==> config.mk <==
export PLATFORM = sky130hd
export DESIGN_NAME = count_restore
export DESIGN_NICKNAME = d
export VERILOG_FILES = /design/src/rtl/ic_pkg.sv /design/src/rtl/history_lifo.sv /design/src/rtl/count_restore.sv
export SDC_FILE = /design/constraint.sdc
export NUM_CORES = 1
export LEC_CHECK = 0
export ABC_AREA = 1
export CORE_MARGIN = 3
export CORE_UTILIZATION = 25
export CTS_BUF_LIST = sky130_fd_sc_hd__clkbuf_4 sky130_fd_sc_hd__clkbuf_8 sky130_fd_sc_hd__clkbuf_16
export DETAILED_ROUTE_END_ITERATION = 10
export HOLD_SLACK_MARGIN = 0.1
export SLEW_MARGIN = 20
export SYNTH_ARGS = -nofsm -noshare
export SYNTH_HDL_FRONTEND = slang
export SYNTH_SLANG_ARGS = --single-unit
==> constraint.sdc <==
create_clock -name clk -period 1.9 [get_ports clk]
set_input_delay 0.19 -clock clk [delete_from_list [all_inputs] [get_ports clk]]
set_output_delay 0.19 -clock clk [all_outputs]
set_load 0.1 [all_outputs]
==> src/rtl/ic_pkg.sv <==
// -----------------------------------------------------------------------------
// ic_pkg
// Shared definitions for the incrementer/decrementer loop and its count holder.
//   N_DEFAULT     : default MSB index of the count bus (width N+1)
//   DEPTH_DEFAULT : default number of undo history entries
//   LVL_W         : width of the history level for the default depth
//   op_e          : per-cycle operation, already resolved by priority
//   decode_op()   : clear > restore > commit > hold
// -----------------------------------------------------------------------------
package ic_pkg;

   localparam int N_DEFAULT     = 7;
   localparam int DEPTH_DEFAULT = 4;
   localparam int LVL_W         = $clog2(DEPTH_DEFAULT) + 1;

   typedef enum logic [1:0] {
      OP_HOLD    = 2'd0,
      OP_COMMIT  = 2'd1,
      OP_RESTORE = 2'd2,
      OP_CLEAR   = 2'd3
   } op_e;

   // Lower-priority requests in the same cycle are dropped, never queued.
   function automatic op_e decode_op(input logic clear,
                                     input logic restore,
                                     input logic commit);
      if (clear)        return OP_CLEAR;
      else if (restore) return OP_RESTORE;
      else if (commit)  return OP_COMMIT;
      else              return OP_HOLD;
   endfunction

endpackage

==> src/rtl/history_lifo.sv <==
// -----------------------------------------------------------------------------
// history_lifo
// Circular undo stack. A push stores i_din at the write pointer; once DEPTH
// entries are held the oldest one is silently overwritten. A pop steps the
// write pointer back. o_dout always presents the most recent entry so the
// owner can load it on the same edge as the pop.
//   clk, rst_n : clock, asynchronous active-low reset
//   i_push     : store i_din (ignored when i_pop or i_clear is also high)
//   i_pop      : discard the most recent entry (ignored when empty)
//   i_clear    : synchronous flush (pointer and level to zero)
//   i_din      : value to store
//   o_dout     : most recent entry
//   o_level    : number of valid entries, 0..DEPTH (registered)
//   o_empty    : level == 0 (registered)
//   o_full     : level == DEPTH (registered)
// -----------------------------------------------------------------------------
module history_lifo #(
   parameter int W     = 8,
   parameter int DEPTH = 4
) (
   input  logic                    clk,
   input  logic                    rst_n,
   input  logic                    i_push,
   input  logic                    i_pop,
   input  logic                    i_clear,
   input  logic [W-1:0]            i_din,
   output logic [W-1:0]            o_dout,
   output logic [$clog2(DEPTH):0]  o_level,
   output logic                    o_empty,
   output logic                    o_full
);

   localparam int PTR_W = $clog2(DEPTH);
   localparam int LVL_W = PTR_W + 1;

   logic [W-1:0]     r_mem [DEPTH];
   logic [PTR_W-1:0] r_wr_ptr;
   logic [PTR_W-1:0] w_wr_ptr_nxt;
   logic [PTR_W-1:0] w_rd_ptr;
   logic [LVL_W-1:0] r_level;
   logic [LVL_W-1:0] w_level_nxt;
   logic             r_empty;
   logic             r_full;
   logic             w_do_push;

   // DEPTH is a power of two, so pointer arithmetic wraps modulo DEPTH for free.
   assign w_rd_ptr  = r_wr_ptr - PTR_W'(1);
   assign o_dout    = r_mem[w_rd_ptr];
   assign w_do_push = i_push && !i_pop && !i_clear;

   // NOTE: every variable assigned here gets a default first, so no path
   // leaves it unassigned and no latch is inferred.
   always_comb begin
      w_wr_ptr_nxt = r_wr_ptr;
      w_level_nxt  = r_level;
      if (i_clear) begin
         w_wr_ptr_nxt = '0;
         w_level_nxt  = '0;
      end else if (i_pop) begin
         if (r_level != '0) begin
            w_wr_ptr_nxt = w_rd_ptr;
            w_level_nxt  = r_level - LVL_W'(1);
         end
      end else if (i_push) begin
         w_wr_ptr_nxt = r_wr_ptr + PTR_W'(1);
         // Level saturates at DEPTH; the oldest entry is overwritten instead.
         if (r_level != LVL_W'(DEPTH)) begin
            w_level_nxt = r_level + LVL_W'(1);
         end
      end
   end

   // NOTE: sequential state is updated with non-blocking assignments so all
   // registers sample the pre-edge values together.
   always_ff @(posedge clk or negedge rst_n) begin
      if (!rst_n) begin
         r_wr_ptr <= '0;
         r_level  <= '0;
         r_empty  <= 1'b1;
         r_full   <= 1'b0;
      end else begin
         r_wr_ptr <= w_wr_ptr_nxt;
         r_level  <= w_level_nxt;
         r_empty  <= (w_level_nxt == '0);
         r_full   <= (w_level_nxt == LVL_W'(DEPTH));
      end
   end

   // NOTE: the storage array has no reset; entries beyond level are never
   // read, so their contents do not matter.
   always_ff @(posedge clk) begin
      if (w_do_push) begin
         r_mem[r_wr_ptr] <= i_din;
      end
   end

   assign o_level = r_level;
   assign o_empty = r_empty;
   assign o_full  = r_full;

endmodule

==> src/rtl/count_restore.sv <==
// -----------------------------------------------------------------------------
// count_restore
// Registered count holder with multi-level undo. o_count feeds the ic block,
// whose result returns as i_next_count. Every commit pushes the old count into
// the history; restore pops it back into the count.
//   clk, rst_n     : clock, asynchronous active-low reset
//   i_commit       : load i_next_count into the count
//   i_next_count   : candidate next value from ic
//   i_restore      : pop the most recent history entry into the count
//   i_clear        : synchronous clear of count and history
//   o_count        : current registered count
//   o_level        : number of valid history entries
//   o_empty        : level == 0
//   o_full         : level == DEPTH
//   o_restore_err  : one-cycle pulse after a restore requested while empty
// -----------------------------------------------------------------------------
module count_restore
   import ic_pkg::*;
#(
   parameter int N     = N_DEFAULT,
   parameter int DEPTH = DEPTH_DEFAULT
) (
   input  logic                    clk,
   input  logic                    rst_n,
   input  logic                    i_commit,
   input  logic [N:0]              i_next_count,
   input  logic                    i_restore,
   input  logic                    i_clear,
   output logic [N:0]              o_count,
   output logic [$clog2(DEPTH):0]  o_level,
   output logic                    o_empty,
   output logic                    o_full,
   output logic                    o_restore_err
);

   op_e        w_op;
   logic       w_push;
   logic       w_pop;
   logic       w_hist_clear;
   logic       w_err;
   logic [N:0] w_hist_dout;
   logic [N:0] r_count;
   logic       r_restore_err;

   assign w_op         = decode_op(i_clear, i_restore, i_commit);
   assign w_hist_clear = (w_op == OP_CLEAR);
   assign w_push       = (w_op == OP_COMMIT);
   // A restore on an empty history changes nothing except raising the error.
   assign w_pop        = (w_op == OP_RESTORE) && !o_empty;
   assign w_err        = (w_op == OP_RESTORE) &&  o_empty;

   history_lifo #(
      .W     (N + 1),
      .DEPTH (DEPTH)
   ) u_history (
      .clk     (clk),
      .rst_n   (rst_n),
      .i_push  (w_push),
      .i_pop   (w_pop),
      .i_clear (w_hist_clear),
      .i_din   (r_count),
      .o_dout  (w_hist_dout),
      .o_level (o_level),
      .o_empty (o_empty),
      .o_full  (o_full)
   );

   always_ff @(posedge clk or negedge rst_n) begin
      if (!rst_n) begin
         r_count       <= '0;
         r_restore_err <= 1'b0;
      end else begin
         r_restore_err <= w_err;
         case (w_op)
            OP_CLEAR:   r_count <= '0;
            OP_RESTORE: if (w_pop) r_count <= w_hist_dout;
            OP_COMMIT:  r_count <= i_next_count;
            default:    r_count <= r_count;
         endcase
      end
   end

   assign o_count       = r_count;
   assign o_restore_err = r_restore_err;

endmodule

# After elaboration in Yosys (flattened, before gate mapping)
# Memories as Yosys holds them, arrays and structs flattened.
# Cells that the tools add are included.
# op_classes
add_sub_neg	4
eq_ne	7
mux	16
n_reduce_logical	13
# ops
cell	count
8-bit case mux with 3 select lines	1
3-bit 2-to-1 mux	5
2-bit 2-to-1 mux	6
3-bit nonzero test	3
8-bit 2-to-1 mux	1
3-bit inequality test (second input constant)	2
2-bit equality test (second input constant)	2
1-bit logical AND	4
2-bit AND reduction	2
3-bit by 1-bit adder with 3-bit output (second input constant)	1
3-bit equality test (second input constant)	1
1-bit zero test	3
3-bit zero test	1
1-bit 2-to-1 mux	3
3-bit by 1-bit subtractor with 3-bit output (second input constant)	1
2-bit by 1-bit adder with 2-bit output (second input constant)	1
2-bit by 1-bit equality test with 1-bit output (second input constant)	1
2-bit by 1-bit inequality test with 1-bit output (second input constant)	1
2-bit by 1-bit subtractor with 2-bit output (second input constant)	1
# word_totals
reg_bits	16
ramBits	32
output_inout_bits	14
word_cells	47
mem_count	1
# memory_table
name	words	word_bits	rd	rd_ports_with_merged_regs	wr	line	source
u_history.r_mem	4	8	1	0	1	history_lifo.sv:36	logic [W-1:0] r_mem [DEPTH];

# Depth between registers and ports, before layout
# Gate-level depths: netlist (run 1).
# logic_depth
word_depth	10
depth_mapped	12

# By module
# From an unflattened synthesis (run 1), not the netlist that was laid out.
# unflattened
cells_unflattened	223
hier_area_um2	2262.2
# by_module_without_submodules
module	instances	cells_per_inst	area_per_inst_um2	seq_area_each_um2
history_lifo	1	147	1696.6	1137.3
count_restore	1	76	565.5	225.2

# Worst setup path before layout (run 1)
# OpenSTA, ideal clock, no wires.
# synth_path
path_kind	reg2reg
startpoint	register u_history.r_empty, in the netlist u_history.o_empty
endpoint	memory u_history.r_mem[0][0] (enable)
setup_time_ps	371
arrival_ps	1634
slack_ps	-105
path_stages_with_launch	5
path_buffers	0
path_cell_list	dfstp_2 > inv_1 > nand2_2 > nand3_1 > nor2_1
# synth_between
elab_chain_cells	7
# synth_lines
item	line	source
start: declaration	history_lifo.sv:42	logic r_empty;
start signal: assignment	history_lifo.sv:84	r_empty <= (w_level_nxt == '0);
1-bit zero test	count_restore.sv:49	assign w_pop = (w_op == OP_RESTORE) && !o_empty;
1-bit logical AND	count_restore.sv:49	
1-bit zero test	history_lifo.sv:49	assign w_do_push = i_push && !i_pop && !i_clear;
1-bit logical AND (2 in series)	history_lifo.sv:49	
1-bit 2-to-1 mux	history_lifo.sv:92	if (w_do_push) begin
1-bit 2-to-1 mux (implied by the code)	history_lifo.sv:93	r_mem[r_wr_ptr] <= i_din;
end: declaration	history_lifo.sv:36	
# Every way passes these cells.

# Worst setup path after layout (run 1)
# layout_path
startpoint	input port i_restore
endpoint	memory u_history.r_mem[1][3] (enable)
# layout_between
elab_chain_cells	9
word_cells_on_any_way	12
# layout_lines
item	line	source
start: declaration	count_restore.sv:27	input logic i_restore,
2-bit 2-to-1 mux (*)	ic_pkg.sv:28	else if (restore) return OP_RESTORE;
2-bit 2-to-1 mux (*)	ic_pkg.sv:27	if (clear) return OP_CLEAR;
2-bit equality test	count_restore.sv:49	
1-bit logical AND	count_restore.sv:49	
1-bit zero test	history_lifo.sv:49	
1-bit logical AND	history_lifo.sv:49	
1-bit logical AND (*)	history_lifo.sv:49	
1-bit 2-to-1 mux (*)	history_lifo.sv:92	
1-bit 2-to-1 mux (implied by the code) (*)	history_lifo.sv:93	
# Mark *: on every way between the ends. The rest lies on a longest branch, timed or not.

==> results.json, run 1 <==
{
  "area_delta_synth_final_pct": 26.5,
  "die_w_um": 102,
  "clk_latency_ns": 0.30,
  "cp_max_fo": 8,
  "cts_sinks": 48,
  "final_max_slew_viol_count": 0,
  "antennaDiodeCount": 0,
  "synthDistinctLibCells": 21,
  "finalCriticalPeriod_ns": 1.74,
  "htree_levels": 2,
  "grt_pass1_wl_um": 8110,
  "hold_path.class": "input port to async pin",
  "coreArea_sq_mm": 0.00881,
  "seq_area_frac_synth_pct": 59.6,
  "setup_violations": 0,
  "nNetsFinal": 304,
  "place_hpwl_um": 3480,
  "grt_pass1_vias": 1676,
  "die_area_sq_mm": 0.0103,
  "yosys_warnings": 0,
  "end_kind": "register",
  "final.period_utilization_pct": 91.8,
  "cts_tree": "done",
  "critPathKind": "input port to register",
  "status": "complete, no violations",
  "placementRows": 34,
  "antenna_found_initial": 0,
  "finalClockSkew_ns": 0.0104,
  "cts_buffers": 5,
  "routedWlPerCell_um": 12.3,
  "rsz0062_at_grt": "no",
  "power.density_mw_per_mm2": 1250,
  "grt_max_degree": 20,
  "num_io_pins": 27,
  "overflow": 0,
  "initial_core_util_pct": 26.0,
  "worst-r2r-cell-count": 5,
  "yosys-top-cells-area": "edfxtp_1 42%, dfrtp_1 16%, nand2_1 15%, nand3_1 6.8%, ha_1 6.0%",
  "synth_seq_cells": 48,
  "timing.rr.start": "u_history.o_empty",
  "syn-num-nets": 258,
  "critPathLaunchType": "input port",
  "worst_pin_slew_ns": 0.435,
  "vias": 1618,
  "clock_path_buffers": 2,
  "cts-root-buf": "clkbuf_8",
  "reg2reg_to": "u_history.r_mem[1][3]",
  "netlist.top_cell.by_area": "edfxtp_1",
  "vdd_drop_max_v": 0.000942,
  "syn_area_per_cell_sq_um": 9.77,
  "finalHoldViolations": 0,
  "cp.arrival_ns": 1.75,
  "netlist_area_sq_mm": 0.00229,
  "critical_path_required_ns": 1.91,
  "drc_errors": 0,
  "dp.cells": 381,
  "syn_inst": 234,
  "maxCapViolCount": 0,
  "slew_headroom_pct": 70.9,
  "wl_um": 4770,
  "yosys.area.top_type_share_pct": 42.0,
  "fillCellCount": 872,
  "portBuffers": 26,
  "drive_above_1_share_pct": 20.6,
  "r2r_slack_ns": 0.34,
  "power_leakage_nw": 1.32,
  "final_antenna_net_count": 0,
  "stdcell_count": 389,
  "cts_setup_buffers": 0,
  "cts_hold_buffers": 0,
  "p_total_mw": 3.61,
  "max_clock_freq_ghz": 0.573,
  "grt_use_total_pct": 10.2,
  "dieHeight_um": 102,
  "drt_iter0_drc": 92,
  "clkTransAtPathRegs_ns": 0.09,
  "via_per_inst": 4.16,
  "place.gp.congestion": 0.712,
  "drt_first_pass_iters": 4
}
-- flip-flops by register name, summed over array words and instances (netlist names) --
name,count
o_restore_err,1
u_history.o_full,1
o_count,8
u_history.o_level,3
u_history.r_wr_ptr,2
u_history.o_empty,1
u_history.r_mem,32
-- logic make-up (layout without fill, tap and decap cells) --
family                   count (synthesis)  after routing  share of synthesized area (%)
adder cells (fa/ha/maj)                 11             11                           6.02
AO/OA/AOI/OAI                            7              7                           1.75
AND/OR/NAND/NOR                        140            140                           26.4
flip-flops                              48             48                           59.6
buffers and inverters                   28             75                           6.18
-- metal layers --
| layer | global-route usage, % | wire, um |
|---|---|---|
| met1 | 14.0 | 2260 |
| met2 | 16.1 | 2270 |
| met3 | 2.55 | 211 |
| met4 | 2.45 | 29 |
| met5 | 0 | 0 |
-- worst max-delay path, stage by stage --
cell	delay, ns
clkdlybuf4s50_1	0.49
inv_1	0.05
a21oi_2	0.16
inv_1	0.08
ha_1	0.21
inv_1	0.07
nand3_1	0.17
nor2_1	0.14
buf_4	0.19
-- area by class of cell --
class | count | area (sq um) | area share, %
flip-flops and latches | 48 | 1370 | 47.3
multi-input cells | 158 | 793 | 27.4
repair buffers | 46 | 400 | 13.8
well taps | 108 | 135 | 4.67
inverters | 21 | 78.8 | 2.72
clock buffers | 5 | 68.8 | 2.38
clock inverters | 3 | 47.5 | 1.64
-- synth_stat cells --
cell type,number
or2_1,1
nand3_1,31
nand3_2,1
buf_4,1
buf_2,2
o211ai_1,2
o21ai_0,3
edfxtp_1,32
dfstp_2,1
dfrtp_1,15
ha_1,11
clkinv_1,1
inv_2,3
nand2_1,90
inv_1,17
nor2_4,1
nor2_1,12
buf_6,4
a21oi_1,2
nor2_8,1
nand2_2,3
-- stage by stage --
step                      area (sq um)  setup TNS [ns]  setup WS [ns]  util, %  hold WS, ns
final                             2890               0          0.156     32.9        0.185
after global routing              2890               0         0.0132     32.9        0.187
after CTS                         2880               0          0.114     32.7        0.190
after detailed placement          2770           -6.83         -0.204     31.4        0.529
after global placement            2770           -5.01         -0.160     31.4        0.529
after floorplan                   2290               0         0.0201        -       -0.106
-- cell usage in the layout (no fill, tap or decap) --
cell type / count
a21oi_1: 1
clkdlybuf4s50_1: 12
buf_12: 2
edfxtp_1: 32
nand2_2: 3
clkinv_1: 1
clkbuf_8: 5
nand3_1: 31
nand3_2: 1
o211ai_1: 2
o21ai_0: 3
nor2_2: 3
inv_2: 3
clkinv_4: 2
ha_1: 11
dfrtp_2: 2
a21oi_2: 1
inv_1: 17
nand2_1: 90
or2_1: 1
dfstp_4: 1
nor2_4: 1
bufinv_16: 1
dfrtp_1: 13
nor2_1: 9
nor2_8: 1
buf_4: 32
-- worst max-delay path by stage --
stage	start	to	slack, ns	cells after the start
6_report	i_restore	u_history.r_mem[1][3]	0.16	9
5_1_grt	i_restore	u_history.r_mem[1][3]	0.01	9
4_1_cts	i_restore	u_history.r_mem[2][3]	0.11	9
3_5_place_dp	i_restore	u_history.r_mem[2][6]	-0.20	9
3_3_place_gp	i_restore	u_history.r_mem[3][6]	-0.16	9
2_1_floorplan	u_history.o_empty	u_history.r_mem[0][0]	0.02	4
-- power breakdown --
part | switching, mW | internal (mW) | leakage, nW | total, mW
combinational | 1.06 | 0.429 | 0.749 | 1.49
clock | 0.349 | 0.396 | 0.0583 | 0.745
sequential | 0.116 | 1.26 | 0.508 | 1.38
total | 1.52 | 2.09 | 1.32 | 3.61
-- timing repair --
action                                  4_1_cts  5_1_grt
endpoints found under the setup margin        0       24
resized for setup                             0        4
hold endpoints to repair                      0        0
Power figures use the tool's default switching activity.
==> run 2: changes to the inputs <==
--- a/config.mk
+++ b/config.mk
@@ -11,6 +11,7 @@
 export CTS_BUF_LIST = sky130_fd_sc_hd__clkbuf_4 sky130_fd_sc_hd__clkbuf_8 sky130_fd_sc_hd__clkbuf_16
 export DETAILED_ROUTE_END_ITERATION = 10
 export HOLD_SLACK_MARGIN = 0.1
+export MAX_ROUTING_LAYER = met4
 export SLEW_MARGIN = 20
 export SYNTH_ARGS = -nofsm -noshare
 export SYNTH_HDL_FRONTEND = slang
==> run 2 against run 1 <==
Against the previous run:
- highest routed layer unchanged
- critical endpoint unchanged
- sequential cell count stayed put
- via count is 0.56% higher
- hold slack worse by 0.0022 ns
- global-route usage is 0.33 points higher
- combinational power hardly changed
- clock power is 0.5% higher
- clock skew hardly changed
==> results.json, run 2 (synthesized netlist as in run 1, its figures left out) <==
{
  "final_max_slew_viol_count": 0,
  "crit_path_start": "i_restore",
  "seqPwrFrac_pct": 38.1,
  "top_layer_used": "met4",
  "finalClockSkew_ns": 0.0106,
  "cts_tree": "done",
  "layout_commonest_cell": "nand2_1",
  "place.gp.congestion": 0.720,
  "wl_met1_um": 2260,
  "rsz0062_at_grt": "no",
  "cts_buffers": 5,
  "vdd_drop_max_v": 0.000942,
  "drive_above_1_share_pct": 20.6,
  "cp_max_fo": 8,
  "r2r_slack_ns": 0.34,
  "critPathLaunchType": "input port",
  "nNetsFinal": 304,
  "status": "complete, no violations",
  "drc_errors": 0,
  "final_cell_mix": "90 x nand2_1, 32 x buf_4, 32 x edfxtp_1",
  "vias": 1627,
  "intPower_mw": 2.09,
  "die_w_um": 102,
  "end_kind": "register",
  "final.period_utilization_pct": 91.8,
  "initial_core_util_pct": 26.0,
  "drt_iter0_drc": 89,
  "drt_first_pass_iters": 4,
  "final_antenna_net_count": 0,
  "dr_wl_met3_um": 204,
  "max_clock_freq_ghz": 0.573,
  "route.met2.wl_um": 2260,
  "clkPwrFrac_pct": 20.7,
  "critPathBufInv": 5,
  "power_frac_comb_pct": 41.2,
  "power_leakage_nw": 1.32,
  "path_delay_family": "buffers and inverters",
  "cts-root-buf": "clkbuf_8",
  "clock_path_buffers": 2,
  "crit_cells": 9,
  "critical_path_required_ns": 1.91,
  "largest-register": "u_history.r_mem",
  "routedWlPerCell_um": 12.3,
  "placementRows": 34,
  "overflow": 0,
  "crit_path_top_delay_cell": "clkdlybuf4s50_1",
  "p_switching_mw": 1.53,
  "place_hpwl_um": 3480,
  "setup_tns_ns": 0,
  "grt_max_degree": 20,
  "num_io_pins": 27,
  "cts_sinks": 48,
  "worst_pin_slew_ns": 0.435,
  "setup_violations": 0,
  "worst-r2r-cell-count": 5,
  "htree_levels": 2,
  "area_delta_synth_final_pct": 26.5,
  "clk_latency_ns": 0.30,
  "worstPathCellList": "clkdlybuf4s50_1 -> inv_1 -> a21oi_2 -> inv_1 -> ha_1 -> inv_1 -> nand3_1 -> nor2_1 -> buf_4",
  "die_area_sq_mm": 0.0103,
  "grt_pass1_vias": 1673,
  "reg2reg_to": "u_history.r_mem[1][3]",
  "antennaDiodeCount": 0,
  "timing.rr.start": "u_history.o_empty",
  "portBuffers": 26,
  "clkTransAtPathRegs_ns": 0.09,
  "wl_um": 4770,
  "cp_common_cell": "inv_1",
  "hold_path.class": "input port to async pin",
  "maxCapViolCount": 0,
  "largest_reg_flops": 32,
  "cp.arrival_ns": 1.75,
  "coreArea_sq_mm": 0.00881,
  "fin_hold_ws_ns": 0.183,
  "dieHeight_um": 102,
  "finalHoldViolations": 0,
  "finalCriticalPeriod_ns": 1.74,
  "max_stage_delay_ns": 0.49,
  "antenna_found_initial": 0,
  "grt_pass1_wl_um": 8130,
  "critPathKind": "input port to register",
  "via_per_inst": 4.18,
  "power.density_mw_per_mm2": 1250,
  "grt_use_total_pct": 10.5,
  "crit_end": "u_history.r_mem[1][3]",
  "slew_headroom_pct": 70.9,
  "switching_share_pct": 42.3
}
[run 2: through the flow]
step           setup WS (ns)  total power [mW]  instance area [sq um]  std cells  util, %
2_1_floorplan         0.0201              2.48                   2290        234        -
4_1_cts                0.114              3.65                   2880        389     32.7
6_report               0.156              3.62                   2890        389     32.9
3_3_place_gp          -0.160              2.89                   2770        381     31.4
5_1_grt               0.0125              3.85                   2890        389     32.9
3_5_place_dp          -0.204              2.90                   2770        381     31.4
[run 2: worst min-delay path by stage]
stage | cells after the start | startpoint | slack, ns | end
floorplan | 0 | rst_n | -0.11 | o_count[0]
global placement | 1 | rst_n | 0.53 | o_restore_err
detailed placement | 1 | rst_n | 0.53 | o_restore_err
CTS | 1 | rst_n | 0.19 | o_restore_err
global route | 1 | rst_n | 0.19 | o_restore_err
finish | 1 | rst_n | 0.18 | o_restore_err
[run 2: metal layers]
metal	vias to the layer above	GRT usage (%)
met1	741	14.0
met4	0	2.45
met3	4	2.55
met5	-	-
li1	850	-
met2	32	16.1
[run 2: power by group through the flow]
stage	Sequential, mW	Clock (mW)	Combinational [mW]
floorplan	1.87	0	0.616
global placement	1.41	0	1.48
detailed placement	1.40	0	1.49
CTS	1.38	0.766	1.50
global route	1.40	0.816	1.63
finish	1.38	0.749	1.49
[run 2: timing repair]
action | in CTS | in global routing
setup endpoints to repair | 0 | 24
hold buffers | 0 | 0
setup buffers | 0 | 0
resized for setup | 0 | 4
[run 2: layout make-up]
type | instances | area [sq um]
clock buffer | 5 | 68.8
clock inverter | 3 | 47.5
fill | 872 | 5910
inverter | 21 | 78.8
multi-input combinational | 158 | 793
sequential | 48 | 1370
tap | 108 | 135
timing repair buffer | 46 | 400
